==> src/rtl/ii_defs.sv <==
// Shared widths, FSM state encoding and read-owner tag type for the integral-image
// buffer scheduler.
package ii_defs;

    localparam int unsigned II_ADDR_W = 15;
    localparam int unsigned II_DATA_W = 32;

    typedef enum logic [1:0] {
        StIdle    = 2'd0,
        StCapture = 2'd1,
        StRead    = 2'd2
    } ii_state_e;

    typedef struct packed {
        logic disp;
        logic det;
    } rd_tag_t;

endpackage

==> src/rtl/ii_rd_tag_pipe.sv <==
// Owner-tag delay line: follows each port-B read through the buffer latency so the
// returning word can be attributed to display or detector.
module ii_rd_tag_pipe
    import ii_defs::*;
#(
    parameter int unsigned DEPTH = 2
) (
    input  logic    clk_vga,
    input  logic    rst,
    input  rd_tag_t tag_in,
    output rd_tag_t tag_out,
    output logic    busy
);

    rd_tag_t stage_q [DEPTH];

    always_ff @(posedge clk_vga or posedge rst) begin
        if (rst) begin
            for (int i = 0; i < int'(DEPTH); i++) begin
                stage_q[i] <= '0;
            end
        end else begin
            stage_q[0] <= tag_in;
            for (int i = 1; i < int'(DEPTH); i++) begin
                stage_q[i] <= stage_q[i-1];
            end
        end
    end

    always_comb begin
        tag_out = stage_q[DEPTH-1];
        busy    = 1'b0;
        for (int i = 0; i < int'(DEPTH); i++) begin
            busy = busy | stage_q[i].disp | stage_q[i].det;
        end
    end

endmodule

==> src/rtl/ii_buffer_scheduler.sv <==
// Sequences capture and read phases of the integral-image buffer and arbitrates
// port-B reads between display and detector.
module ii_buffer_scheduler
    import ii_defs::*;
#(
    parameter int unsigned ADDR_W      = II_ADDR_W,
    parameter int unsigned DATA_W      = II_DATA_W,
    parameter int unsigned RD_LAT      = 2,
    parameter int unsigned CAP_TIMEOUT = 1048576,
    parameter int unsigned STARVE_MAX  = 64
) (
    input  logic              clk_vga,
    input  logic              rst,
    input  logic              frame_req,
    input  logic              cap_done,
    output logic              cap_en,
    output logic              wr_sel,
    input  logic              disp_req,
    input  logic [ADDR_W-1:0] disp_addr,
    output logic              disp_gnt,
    input  logic              det_req,
    input  logic [ADDR_W-1:0] det_addr,
    output logic              det_gnt,
    output logic [ADDR_W-1:0] bram_addrb,
    input  logic [DATA_W-1:0] bram_doutb,
    output logic [DATA_W-1:0] rd_data,
    output logic              disp_valid,
    output logic              det_valid,
    output logic [7:0]        frame_cnt,
    output logic              cap_err
);

    localparam int unsigned CW = (CAP_TIMEOUT > 1) ? $clog2(CAP_TIMEOUT) : 1;
    localparam int unsigned SW = $clog2(STARVE_MAX + 1);
    localparam logic [CW-1:0] CAP_LAST    = CW'(CAP_TIMEOUT - 1);
    localparam logic [SW-1:0] STARVE_LAST = SW'(STARVE_MAX);

    ii_state_e         state_q;
    logic [CW-1:0]     cap_cnt_q;
    logic [SW-1:0]     starve_q;
    logic [ADDR_W-1:0] addr_q;
    rd_tag_t           tag_in;
    rd_tag_t           tag_out;
    logic              busy;

    always_ff @(posedge clk_vga or posedge rst) begin
        if (rst) begin
            state_q   <= StIdle;
            cap_en    <= 1'b0;
            wr_sel    <= 1'b0;
            cap_err   <= 1'b0;
            frame_cnt <= 8'd0;
            cap_cnt_q <= '0;
        end else begin
            cap_err <= 1'b0;
            unique case (state_q)
                StIdle: begin
                    if (frame_req) begin
                        state_q   <= StCapture;
                        cap_en    <= 1'b1;
                        wr_sel    <= 1'b1;
                        cap_cnt_q <= '0;
                    end
                end
                StCapture: begin
                    // cap_done takes precedence over a coincident timeout
                    if (cap_done) begin
                        state_q   <= StRead;
                        cap_en    <= 1'b0;
                        wr_sel    <= 1'b0;
                        frame_cnt <= frame_cnt + 8'd1;
                    end else if (cap_cnt_q == CAP_LAST) begin
                        state_q <= StIdle;
                        cap_en  <= 1'b0;
                        wr_sel  <= 1'b0;
                        cap_err <= 1'b1;
                    end else begin
                        cap_cnt_q <= cap_cnt_q + 1'b1;
                    end
                end
                StRead: begin
                    if (frame_req && !busy) begin
                        state_q   <= StCapture;
                        cap_en    <= 1'b1;
                        wr_sel    <= 1'b1;
                        cap_cnt_q <= '0;
                    end
                end
                default: state_q <= StIdle;
            endcase
        end
    end

    // A pending frame_req in READ blocks new grants so in-flight reads can drain
    always_comb begin
        disp_gnt   = 1'b0;
        det_gnt    = 1'b0;
        bram_addrb = addr_q;
        if (state_q == StRead && !frame_req) begin
            if (det_req && (starve_q == STARVE_LAST || !disp_req)) begin
                det_gnt    = 1'b1;
                bram_addrb = det_addr;
            end else if (disp_req) begin
                disp_gnt   = 1'b1;
                bram_addrb = disp_addr;
            end
        end
    end

    always_ff @(posedge clk_vga or posedge rst) begin
        if (rst) begin
            starve_q <= '0;
            addr_q   <= '0;
        end else begin
            addr_q <= bram_addrb;
            if (det_req && !det_gnt) begin
                starve_q <= (starve_q == STARVE_LAST) ? starve_q : starve_q + 1'b1;
            end else begin
                starve_q <= '0;
            end
        end
    end

    always_comb begin
        tag_in.disp = disp_gnt;
        tag_in.det  = det_gnt;
        disp_valid  = tag_out.disp;
        det_valid   = tag_out.det;
        rd_data     = bram_doutb;
    end

    ii_rd_tag_pipe #(
        .DEPTH (RD_LAT)
    ) u_tag_pipe (
        .clk_vga (clk_vga),
        .rst     (rst),
        .tag_in  (tag_in),
        .tag_out (tag_out),
        .busy    (busy)
    );

endmodule

==> config.mk <==
export PLATFORM = sky130hd
export DESIGN_NAME = ii_buffer_scheduler
export DESIGN_NICKNAME = d
export VERILOG_FILES = /design/src/rtl/ii_defs.sv /design/src/rtl/ii_rd_tag_pipe.sv /design/src/rtl/ii_buffer_scheduler.sv
export SDC_FILE = /design/constraint.sdc
export NUM_CORES = 1
export LEC_CHECK = 0
export CORE_MARGIN = 2
export CORE_UTILIZATION = 46
export DETAILED_ROUTE_END_ITERATION = 8
export HOLD_SLACK_MARGIN = 0.02
export PLACE_DENSITY = 0.83
export SLEW_MARGIN = 30
export SYNTH_ARGS = -nofsm -noshare
export SYNTH_HDL_FRONTEND = slang
export SYNTH_SLANG_ARGS = --single-unit
==> constraint.sdc <==
create_clock -name clk_vga -period 4.05 [get_ports clk_vga]
set_input_delay 0.6075 -clock clk_vga [delete_from_list [all_inputs] [get_ports clk_vga]]
set_output_delay 0.6075 -clock clk_vga [all_outputs]
set_load 0.02 [all_outputs]
Yosys cells after proc, flatten, opt, wreduce, memory -nomap -nowiden
Cells that the tools add are included.
Widths: inputs -> output; s select.

storage, ports and cells
  bits of input ports = 68
  register bits = 58
  output and inout bits = 62
  logic and storage cells = 70

operators by class
  bitwise gates (word level) = 3
  reduce and logical (&&, ||, !) cells = 15
  multiplexer cells = 28
  $add $sub $neg = 3
  eq/ne operators = 10

operators with widths
  kind                   number
  $mux 20                4
  $pmux 20 s3            1
  $mux 15                3
  $add 20x1->20 const B  1
  $eq 20x20->1 const B   1
  $mux 7                 2
  $mux 1                 12
  $ne 2x2->1 const B     5
  $add 8x1->8 const B    1
  $mux 2                 4
  $add 7x1->7 const B    1
  $eq 7x7->1 const B     1
  $pmux 2 s3             1
  $reduce_and 5->1       1
  $logic_and 1x1->1      4
  $logic_not 1->1        4
  $reduce_and 4->1       1
  $ne 3x3->1 const B     1
  $or 1x1->1             3
  $pmux 1 s3             1
  $reduce_and 3->1       1
  $reduce_bool 3->1      1
  $eq 2x1->1 const B     1
  $eq 2x2->1 const B     1
  3 further kinds        3

Depth between registers and ports, before layout
Gate-level depths: netlist of run 1.

  depth in word-level cells = 8
  depth in mapped cells = 9
  gate-level depth less buffers = 7

By module
From an unflattened synthesis of run 1, not the netlist that was laid out.

unflattened totals
  cells, all modules = 306
  area, all modules = 3067.9 sq um

by module, submodules not included
  module               cells each  times used  area an instance (sq um)
  ii_buffer_scheduler  298         1           2941.6
  ii_rd_tag_pipe       8           1           126.4

Worst setup path after synthesis of run 1
OpenSTA, ideal clock, no wires.

  path kind = flip-flop to output port
  from = register starve_q[0]
  to = output port bram_addrb[0]
  arrival = 1.974 ns
  setup slack = 1.469 ns
  stages on the path, launching flop included = 9
  cell sequence = dfrtp_1 -> inv_1 -> ha_1 -> nor4b_1 -> nand3b_1 -> o211a_1 -> clkbuf_1 -> a22oi_1 -> o21ai_1

between the ends
  longest elaborated chain between the ends = 5

RTL lines
  element                 line                        source
  from (decl)             ii_buffer_scheduler.sv:40   logic [SW-1:0] starve_q;
  from (signal assigned)  ii_buffer_scheduler.sv:117  starve_q <= (starve_q == STARVE_LAST) ? starve_q : starve_q + 1'b1;
  $eq 7x7->1              ii_buffer_scheduler.sv:100  if (det_req && (starve_q == STARVE_LAST || !disp_req)) begin
  $logic_or 1x1->1        ii_buffer_scheduler.sv:100
  $logic_and 1x1->1       ii_buffer_scheduler.sv:100
  $mux 15                 ii_buffer_scheduler.sv:100
  $mux 15                 ii_buffer_scheduler.sv:99   if (state_q == StRead && !frame_req) begin
  to (decl)               ii_buffer_scheduler.sv:24   output logic [ADDR_W-1:0] bram_addrb,

No other way between the ends.

Worst setup path in the final report of run 1
  from = register starve_q[0]
  to = output port bram_addrb[9]

Same word-level chain as after synthesis.

==> impl_metrics.ini, run 1 <==
[clocking]
cts.clk_slew.worst_paths_ps = 70
ctsRootBufferMaster = clkbuf_8
clk-insertion-delay-late_ps = 330
clock-sinks = 58
cts_tree = built
ctsHoldBuffers = 0
post-cts-setup-buffers = 0
cts_buffers = 9
cts.path.max_buffers = 2
cts_htree_levels = 3
cts_resized = 0

[synth]
synth_fp_nets = 386
synth_xor_area_share_pct = 4.21
synth_top_family_by_area = simple AND/OR/NAND/NOR gates
synth_area_mm2 = 0.00312
yosysWarnings = 0
syn-mean-instance-area_um2 = 9.95
synth_edf_count = 0
synthAdderAreaFrac_pct = 1.60
synth-seq-cells = 58
syn_inst = 314
synth-simple-area-share_pct = 19.2
ys_types = 50
async_flop_share_pct = 100
synth_compound_area_share_pct = 16.3
ys.flop_type = dfrtp_1
ys_seq_area_share_pct = 46.5
synth_mux_area_share_pct = 0.681

[setup_path]
path_buf_inv = 2
critPathKind = reg2out
critPathMaxFanout = 16
cp_slowest_stage_delay_ps = 550
cp_cell_sequence = inv_1 -> ha_1 -> nor4b_1 -> nand3b_1 -> a21oi_1 -> nand2_1 -> o221a_2 -> clkdlybuf4s50_1
cpMaxStageDelayCell = clkdlybuf4s50_1
worst_ep_arrival_time_ps = 3060
cp.required_ps = 3440
startpoint_type = flop
cp_top_family = simple AND/OR/NAND/NOR gates
cp-end-kind = output pin

[die]
die_area_mm2 = 0.00746
ios = 130
start_util_pct = 46.7
rows = 30
fp.dieW_um = 86.4
die_h_um = 86.4
core_mm2 = 0.00668

[sta]
finalCritPeriodShare_pct = 90.5
setup-tns-final_ps = 0
max_freq_ghz = 0.273
finalCriticalPeriod_ps = 3670
timing.hold.ws_ps = 391
hold_viol = 0
max_slew_margin_pct = 49.9
worst_slew_pin_slew_ps = 750
slew_violations = 0
rsz0062_at_grt = no
skew_ps = 9.48
finalSetupViolations = 0

[route]
wl_per_cell_um = 15.1
vias = 2428
drt_iter0_drc = 150
via_per_inst = 5.56
drc = 0
drtPass1Iterations = 4
antenna_left = 0
wl_mm = 6.58

[min_path]
min_path_type = reg2reg

[grt]
grt_max_degree = 38
grt_pass1_vias = 2428
grt_util_all_layers_pct = 18.8
gr-total-overflow = 0
antenna_found_initial = 0
grt_pass1_wl_mm = 11.1

[finish]
finalInstanceArea_mm2 = 0.00383
fillerInstances = 578
nNetsFinal = 424
area_delta_synth_final_pct = 22.7
final_common_cell = clkdlybuf4s50_1
layout_common_cells = clkdlybuf4s50_1 (65), dfrtp_1 (58), nand2_1 (22)
drive_gt1_share_pct = 10.1
antenna_cells = 0

[placement]
io_buffers = 65
dpl_cell_area_mm2 = 0.00360
dp_hpwl_mm = 4.85
gp_congestion = 0.867

[run]
cap_violations = 0

[run_status]
status = completed

[power_and_ir_drop]
powerDensity_mw_per_mm2 = 599
leakage_nw = 1.72
peakVddDrop_mv = 0.276
finalPower_mw = 2.30
-- synth_stat cells, drive strengths merged, types with 3 or more instances --
cell	instances	area (um^2)
ha	4	50.1
o221ai	3	26.3
buf	37	277
xnor2	10	87.6
nand3	16	90.1
or4	3	26.3
o21ai	19	110
nor2	20	75.1
o221a	6	67.6
a211o	7	61.3
inv	19	71.3
clkbuf	3	12.5
dfrtp	58	1450
a22o	3	26.3
nand2	22	82.6
a21oi	4	23.8
nor3	11	55.1
xor2	5	43.8
o211ai	5	42.5
nand2b	10	62.6
nand4	6	37.5
a22oi	9	67.6
nor4	3	33.8
a21o	3	30.0
and3	11	68.8
-- final timing paths --
path	depth (start not counted)	to	slack, ps	from
max	8	bram_addrb[9]	380	starve_q[0]
min	0	u_tag_pipe.tag_out[1]	390	u_tag_pipe.stage_q[3]
max reg2reg	7	addr_q[2]	1760	starve_q[0]
min reg2reg	0	u_tag_pipe.tag_out[1]	390	u_tag_pipe.stage_q[3]
max in group asynchronous	3	cap_cnt_q[12]	2540	rst
min in group asynchronous	2	frame_cnt[7]	730	rst
-- cell families (layout without fill, tap and decap cells) --
logic type               Yosys count  in the layout
AND/OR/NAND/NOR                  111            111
AO/OA/AOI/OAI                     65             65
buffers and inverters             59            102
flip-flops                        58             58
XOR/XNOR                          15             15
adder cells (fa/ha/maj)            4              4
multiplexers                       2              2
-- layer usage --
| layer | wire length, um | GRT usage [%] | share of wire (%) | vias up |
|---|---|---|---|---|
| li1 | - | - | - | 1161 |
| met1 | 2840 | 23.3 | 43 | 1185 |
| met2 | 3310 | 31.5 | 50 | 72 |
| met3 | 355 | 5.43 | 5.4 | 10 |
| met4 | 76 | 6.68 | 1.2 | 0 |
| met5 | 0 | 0 | 0 | - |
-- metrics by stage --
| stage | setup WS [ps] | utilization (%) | cells |
|---|---|---|---|
| 2_1_floorplan | 1470 | - | 314 |
| 3_3_place_gp | 481 | 53.9 | 421 |
| 3_5_place_dp | 417 | 53.9 | 421 |
| 4_1_cts | 303 | 57.4 | 437 |
| 5_1_grt | 93.0 | 57.4 | 437 |
| 6_report | 383 | 57.4 | 437 |
-- layout make-up --
type	instances	area [um^2]	area share (%)
Sequential cell	58	1450	37.9
Multi-Input combinational cell	197	1310	34.2
Timing Repair Buffer	67	666	17.4
Clock buffer	10	128	3.33
Clock inverter	6	105	2.74
Tap cell	80	100	2.61
Inverter	19	71.3	1.86
-- registers in the layout (all words and copies together) (netlist names) --
signal              cells
cap_cnt_q              20
addr_q                 15
frame_cnt               8
starve_q                7
state_q                 2
u_tag_pipe.stage_q      2
u_tag_pipe.tag_out      2
cap_err                 1
wr_sel                  1
-- where the power goes --
group          internal [mW]  switching, mW  total, mW
logic                  0.399          0.452      0.851
clock network          0.406          0.227      0.633
registers              0.711          0.100      0.812
(Power assumes the default switching activity.)
==> run 2: changes to the inputs <==
- PLACE_DENSITY: 0.83 -> 0.84
- SYNTH_HIERARCHICAL: default -> 1
==> run 2 against run 1 <==
Compared with the run above: first-iteration DRC count grew 21%; clock-buffer cell count grew 4; combinational power shrank 12%; clock skew shrank 0.63 ps; sequential power shrank 1%; critical path depth is the same; register-to-register slack lost 70 ps; critical path type unchanged.
==> impl_metrics.ini, run 2 <==
[synth]
yosys.area.top_type = dfrtp_1
synth_fp_nets = 378
syn_inst = 306
synthTopCellsByCount = dfrtp_1 (58), buf_4 (35), nand2_1 (21)
async_flop_share_pct = 100
synth_edf_count = 0
syn-mean-instance-area_um2 = 10.0
yosysWarnings = 6
ys_seq_area_share_pct = 47.3
ys_types = 47
synth_area_mm2 = 0.00307
synth-seq-cells = 58
ys.flop_type = dfrtp_1
synthTopCellsByArea = dfrtp_1 (47%), buf_4 (8.6%), nand2b_1 (3.7%), o221a_1 (3.3%), nand2_1 (2.6%)
synth_most_common_cell = dfrtp_1
synth_top_area_share_pct = 47.3

[sta]
rsz0062_at_grt = no
setup-tns-final_ps = 0
finalCriticalPeriod_ps = 3730
finalSetupViolations = 0
timing.hold.ws_ps = 379
hold_viol = 0
max_slew_margin_pct = 49.3
finalCritPeriodShare_pct = 92.1
worst_slew_pin_slew_ps = 761
slew_violations = 0
skew_ps = 8.86
max_freq_ghz = 0.268
fin_ws_ps = 321

[min_path]
min_path_type = reg2reg

[clocking]
cts_tree = built
cts_htree_levels = 3
ctsHoldBuffers = 0
ctsRootBufferMaster = clkbuf_8
post-cts-setup-buffers = 0
cts.path.max_buffers = 2
cts.clk_slew.worst_paths_ps = 60
cts_buffers = 9
cts_resized = 0
clk-insertion-delay-late_ps = 340
clock-sinks = 58

[setup_path]
worst_ep_arrival_time_ps = 3120
cp.required_ps = 3440
startpoint_type = flop
cp-end-kind = output pin
critPathMaxFanout = 16
critPathKind = reg2out

[route]
drt_iter0_drc = 181
wl_mm = 6.95
wl_per_cell_um = 16.4
drc = 0
drtPass1Iterations = 4
antenna_left = 0
via_per_inst = 5.78
vias = 2446

[finish]
area_delta_synth_final_pct = 21.5
reg.largest.list = cap_cnt_q x20, addr_q x15, frame_cnt x8
finalInstanceArea_mm2 = 0.00373
drive_gt1_share_pct = 8.96
final_common_cell = clkdlybuf4s50_1
finalNonFillerCells = 423
top_register = cap_cnt_q
fillerInstances = 519
layout_common_cells = clkdlybuf4s50_1 (65), dfrtp_1 (58), nand2_1 (21)
nNetsFinal = 413
final_core_util_pct = 58.4
largest_register_ffs = 20
antenna_cells = 0

[grt]
grtUsageMet2_pct = 31.9
grt_max_degree = 33
grt_pass1_wl_mm = 11.6
busiest_layer = met2
grt_use_met1_pct = 24.7
grt_util_all_layers_pct = 20.2
gr-total-overflow = 0
grt_pass1_vias = 2469
met3_usage_pct = 5.39
antenna_found_initial = 0

[placement]
io_buffers = 65
gp_congestion = 0.843
dp_hpwl_mm = 4.89
place_ws_ps = 604
placed_cells = 407
dpl_cell_area_mm2 = 0.00353

[power_and_ir_drop]
leakage_nw = 1.59
peakVddDrop_mv = 0.477
powerDensity_mw_per_mm2 = 560
finalPower_mw = 2.09

[run_status]
status = completed

[die]
fp.dieW_um = 85.7
rows = 29
die_area_mm2 = 0.00734
die_h_um = 85.7
ios = 130
start_util_pct = 48.0
core_mm2 = 0.00639

[run]
cap_violations = 0
==> run 2: cell count changes after synthesis, moves of 5 or more <==
cell      delta
o221a_1      +9
nand2b_1     +8
a21oi_1      +6
a22oi_1      -9
xnor2_1      -5
and3_1       -6
buf_2        +5
o21ai_0      -5
inv_1        -8
a31oi_1     +12
a211o_1      -5
nor3_1       -6
==> run 2: kinds of logic (layout without fill, tap and decap cells) <==
family | after synthesis | in the layout | synth area share [%]
fa+ha+maj | 4 | 4 | 1.63
flops | 58 | 58 | 47.3
buf+inv | 55 | 95 | 11.3
simple gates | 104 | 104 | 18.3
mux | 1 | 1 | 0.367
compound gates | 70 | 70 | 17.0
xor+xnor | 14 | 14 | 4.00
==> run 2: critical path: stages, from the launching register on <==
cell and delay [ps]:
dfrtp_1 430, inv_1 80, ha_1 150, nor4b_1 220, nand3b_1 270, a21oi_1 250, nand2_1 390, o221a_2 450
clkdlybuf4s50_1 550
==> run 2: report_power, final <==
part / internal (mW) / switching, mW / total (mW)
clock: 0.317 / 0.218 / 0.535
combinational: 0.370 / 0.381 / 0.751
sequential: 0.705 / 0.0953 / 0.800
total: 1.39 / 0.694 / 2.09
==> run 2: path summary, 6_finish.rpt <==
kind	from	end	slack, ps	cells after the start
worst max-delay path	starve_q[0]	bram_addrb[2]	320	8
worst min-delay path	u_tag_pipe/stage_q[2]	u_tag_pipe/tag_out[0]	380	0
worst max register to register	starve_q[0]	addr_q[1]	1690	7
worst min register to register	u_tag_pipe/stage_q[2]	u_tag_pipe/tag_out[0]	380	0
max in group asynchronous	rst	starve_q[3]	2570	3
min in group asynchronous	rst	u_tag_pipe/stage_q[3]	500	2
==> run 2: per-layer routing <==
| layer | vias to the layer above | part of all wire (%) |
|---|---|---|
| met5 | - | 0 |
| met4 | 0 | 2.8 |
| met2 | 90 | 47 |
| met1 | 1188 | 43 |
| li1 | 1138 | - |
| met3 | 30 | 7.3 |
==> run 2: layout make-up <==
cell class                      instances  area, um^2  area share, %
Timing Repair Buffer                   68         673           18.1
Sequential cell                        58        1450           38.9
Multi-Input combinational cell        193        1270           34.0
Tap cell                               77        96.3           2.58
Clock inverter                          2        35.0          0.940
Clock buffer                           14         163           4.36
Inverter                               11        41.3           1.11
==> run 3: changes to the inputs <==
- CORE_UTILIZATION: 46 -> 48
- CTS_BUF_LIST: default -> sky130_fd_sc_hd__clkbuf_8
- GPL_ROUTABILITY_DRIVEN: default -> 0
- PLACE_DENSITY: 0.84 -> 0.87
==> run 3 against run 2 <==
Compared with the run above: design area shrank 0.40%; total power decreased by 0.45%; clock skew grew 3.5 ps; worst hold slack better by 1.3 ps; via count shrank 2.7%; die area is 4.0% lower; clock power is 2% lower; sequential cell count unchanged; register-to-register slack barely moved; critical endpoint is now bram_addrb[3]; largest power group unchanged; fmax increased by 0.17%; sequential share of layout area is 0.16 points higher; combinational power hardly changed.
==> impl_metrics.ini, run 3 (synthesis results as in run 2) <==
[run_status]
status = completed

[power_and_ir_drop]
clockPowerShare_pct = 25.2
p_sw_mw = 0.709
leakage_nw = 1.58
sw_frac_of_total_pct = 34.1
p_comb_share_pct = 36.3
peakVddDrop_mv = 0.535
finalPower_mw = 2.08
powerDensity_mw_per_mm2 = 559
p_int_mw = 1.37
seqPwrFrac_pct = 38.5

[sta]
setup-tns-final_ps = 0
max_slew_margin_pct = 50.5
finalCritPeriodShare_pct = 91.9
worst_slew_pin_slew_ps = 743
finalCriticalPeriod_ps = 3720
slew_violations = 0
hold_viol = 0
finalSetupViolations = 0
rsz0062_at_grt = no
max_freq_ghz = 0.269
skew_ps = 12.3

[grt]
antenna_found_initial = 0
grt_util_all_layers_pct = 20.3
grt_pass1_vias = 2392
grt_max_degree = 55
gr-total-overflow = 0
grt_pass1_wl_mm = 11.5

[route]
antenna_left = 0
drt_iter0_drc = 162
wl_mm = 6.82
drtPass1Iterations = 4
wl_per_cell_um = 16.2
vias = 2381
via_per_inst = 5.66
drc = 0

[die]
die_h_um = 83.9
die_area_mm2 = 0.00705
ios = 130
rows = 29
core_mm2 = 0.00628
fp.dieW_um = 83.9
start_util_pct = 48.9

[clocking]
cts_buffers = 9
post-cts-setup-buffers = 0
ctsRootBufferMaster = clkbuf_8
clk-insertion-delay-late_ps = 340
cts_htree_levels = 3
cts_resized = 0
ctsHoldBuffers = 0
cts.path.max_buffers = 2
clock-sinks = 58
cts_tree = built
cts.clk_slew.worst_paths_ps = 60

[finish]
area_delta_synth_final_pct = 21.0
layout_common_cells = clkdlybuf4s50_1 (65), dfrtp_1 (58), nand2_1 (21)
antenna_cells = 0
drive_gt1_share_pct = 9.01
top_register = cap_cnt_q
largest_register_ffs = 20
final_common_cell = clkdlybuf4s50_1
nNetsFinal = 411
reg.largest.list = cap_cnt_q x20, addr_q x15, frame_cnt x8

[placement]
io_buffers = 65
dp_hpwl_mm = 4.75

[setup_path]
startpoint_type = flop
worst_ep_arrival_time_ps = 3120
cp-end-kind = output pin
critPathKind = reg2out
cp.required_ps = 3440
worst-r2r-cell-count = 7
critPathMaxFanout = 16

[min_path]
hold_depth = 0
min_path_type = reg2reg

[run]
cap_violations = 0
[run 3: cell types whose count changed in the layout (fill, tap and decap cells not counted)]
cell / previous run / this run
buf_4: 3 / 1
inv_1: 9 / 10
inv_4: 0 / 1
clkinv_4: 0 / 1
clkbuf_1: 3 / 0
clkbuf_8: 11 / 10
clkinv_2: 1 / 3
inv_2: 2 / 1
[run 3: final timing paths]
path / startpoint / endpoint / slack, ps
setup / recovery: starve_q[0] / bram_addrb[3] / 330
hold / removal: u_tag_pipe/stage_q[3] / u_tag_pipe/tag_out[1] / 380
setup reg to reg: starve_q[0] / addr_q[3] / 1680
hold reg to reg: u_tag_pipe/stage_q[3] / u_tag_pipe/tag_out[1] / 380
max in group asynchronous: rst / cap_cnt_q[11] / 2830
min in group asynchronous: rst / u_tag_pipe/stage_q[3] / 570
[run 3: worst max-delay path: stages, from the launching register on]
cell and delay, ps:
dfrtp_1 430, inv_1 100, ha_1 140, nor4b_1 240
nand3b_1 270, a21oi_1 250, nand2_1 370, o221a_2 440
clkdlybuf4s50_1 540
[run 3: power groups by stage]
stage	clock (mW)	sequential [mW]	combinational, mW
after floorplan	0	0.816	0.452
after global placement	0	0.805	0.734
after detailed placement	0	0.802	0.752
after CTS	0.530	0.799	0.758
after global routing	0.558	0.814	0.808
final	0.524	0.800	0.753
[run 3: area by class of cell]
class	instances	area, um^2
Tap cell	77	96.3
Sequential cell	58	1450
Inverter	11	43.8
Timing Repair Buffer	66	658
Clock inverter	6	57.6
Fill cell	503	2560
Multi-Input combinational cell	193	1270
Clock buffer	10	138
[run 3: stage by stage]
step                      worst slack, ps  instance area [um^2]  util, %  instances  hold slack [ps]
after CTS                             306                  3710     59.2        421              383
final                                 327                  3710     59.2        421              381
after global placement                662                  3520     56.0        405              353
after global routing                 26.5                  3710     59.2        421              392
after floorplan                      1510                  3070        -        306              346
after detailed placement              632                  3520     56.0        405              363
[run 3: routing by layer]
layer | GRT usage, % | part of all wire, % | up-vias
met1 | 24.9 | 41 | 1138
li1 | - | - | 1134
met5 | 0 | 0 | -
met4 | 9.09 | 1.8 | 0
met3 | 5.74 | 8.8 | 18
met2 | 33.2 | 49 | 91
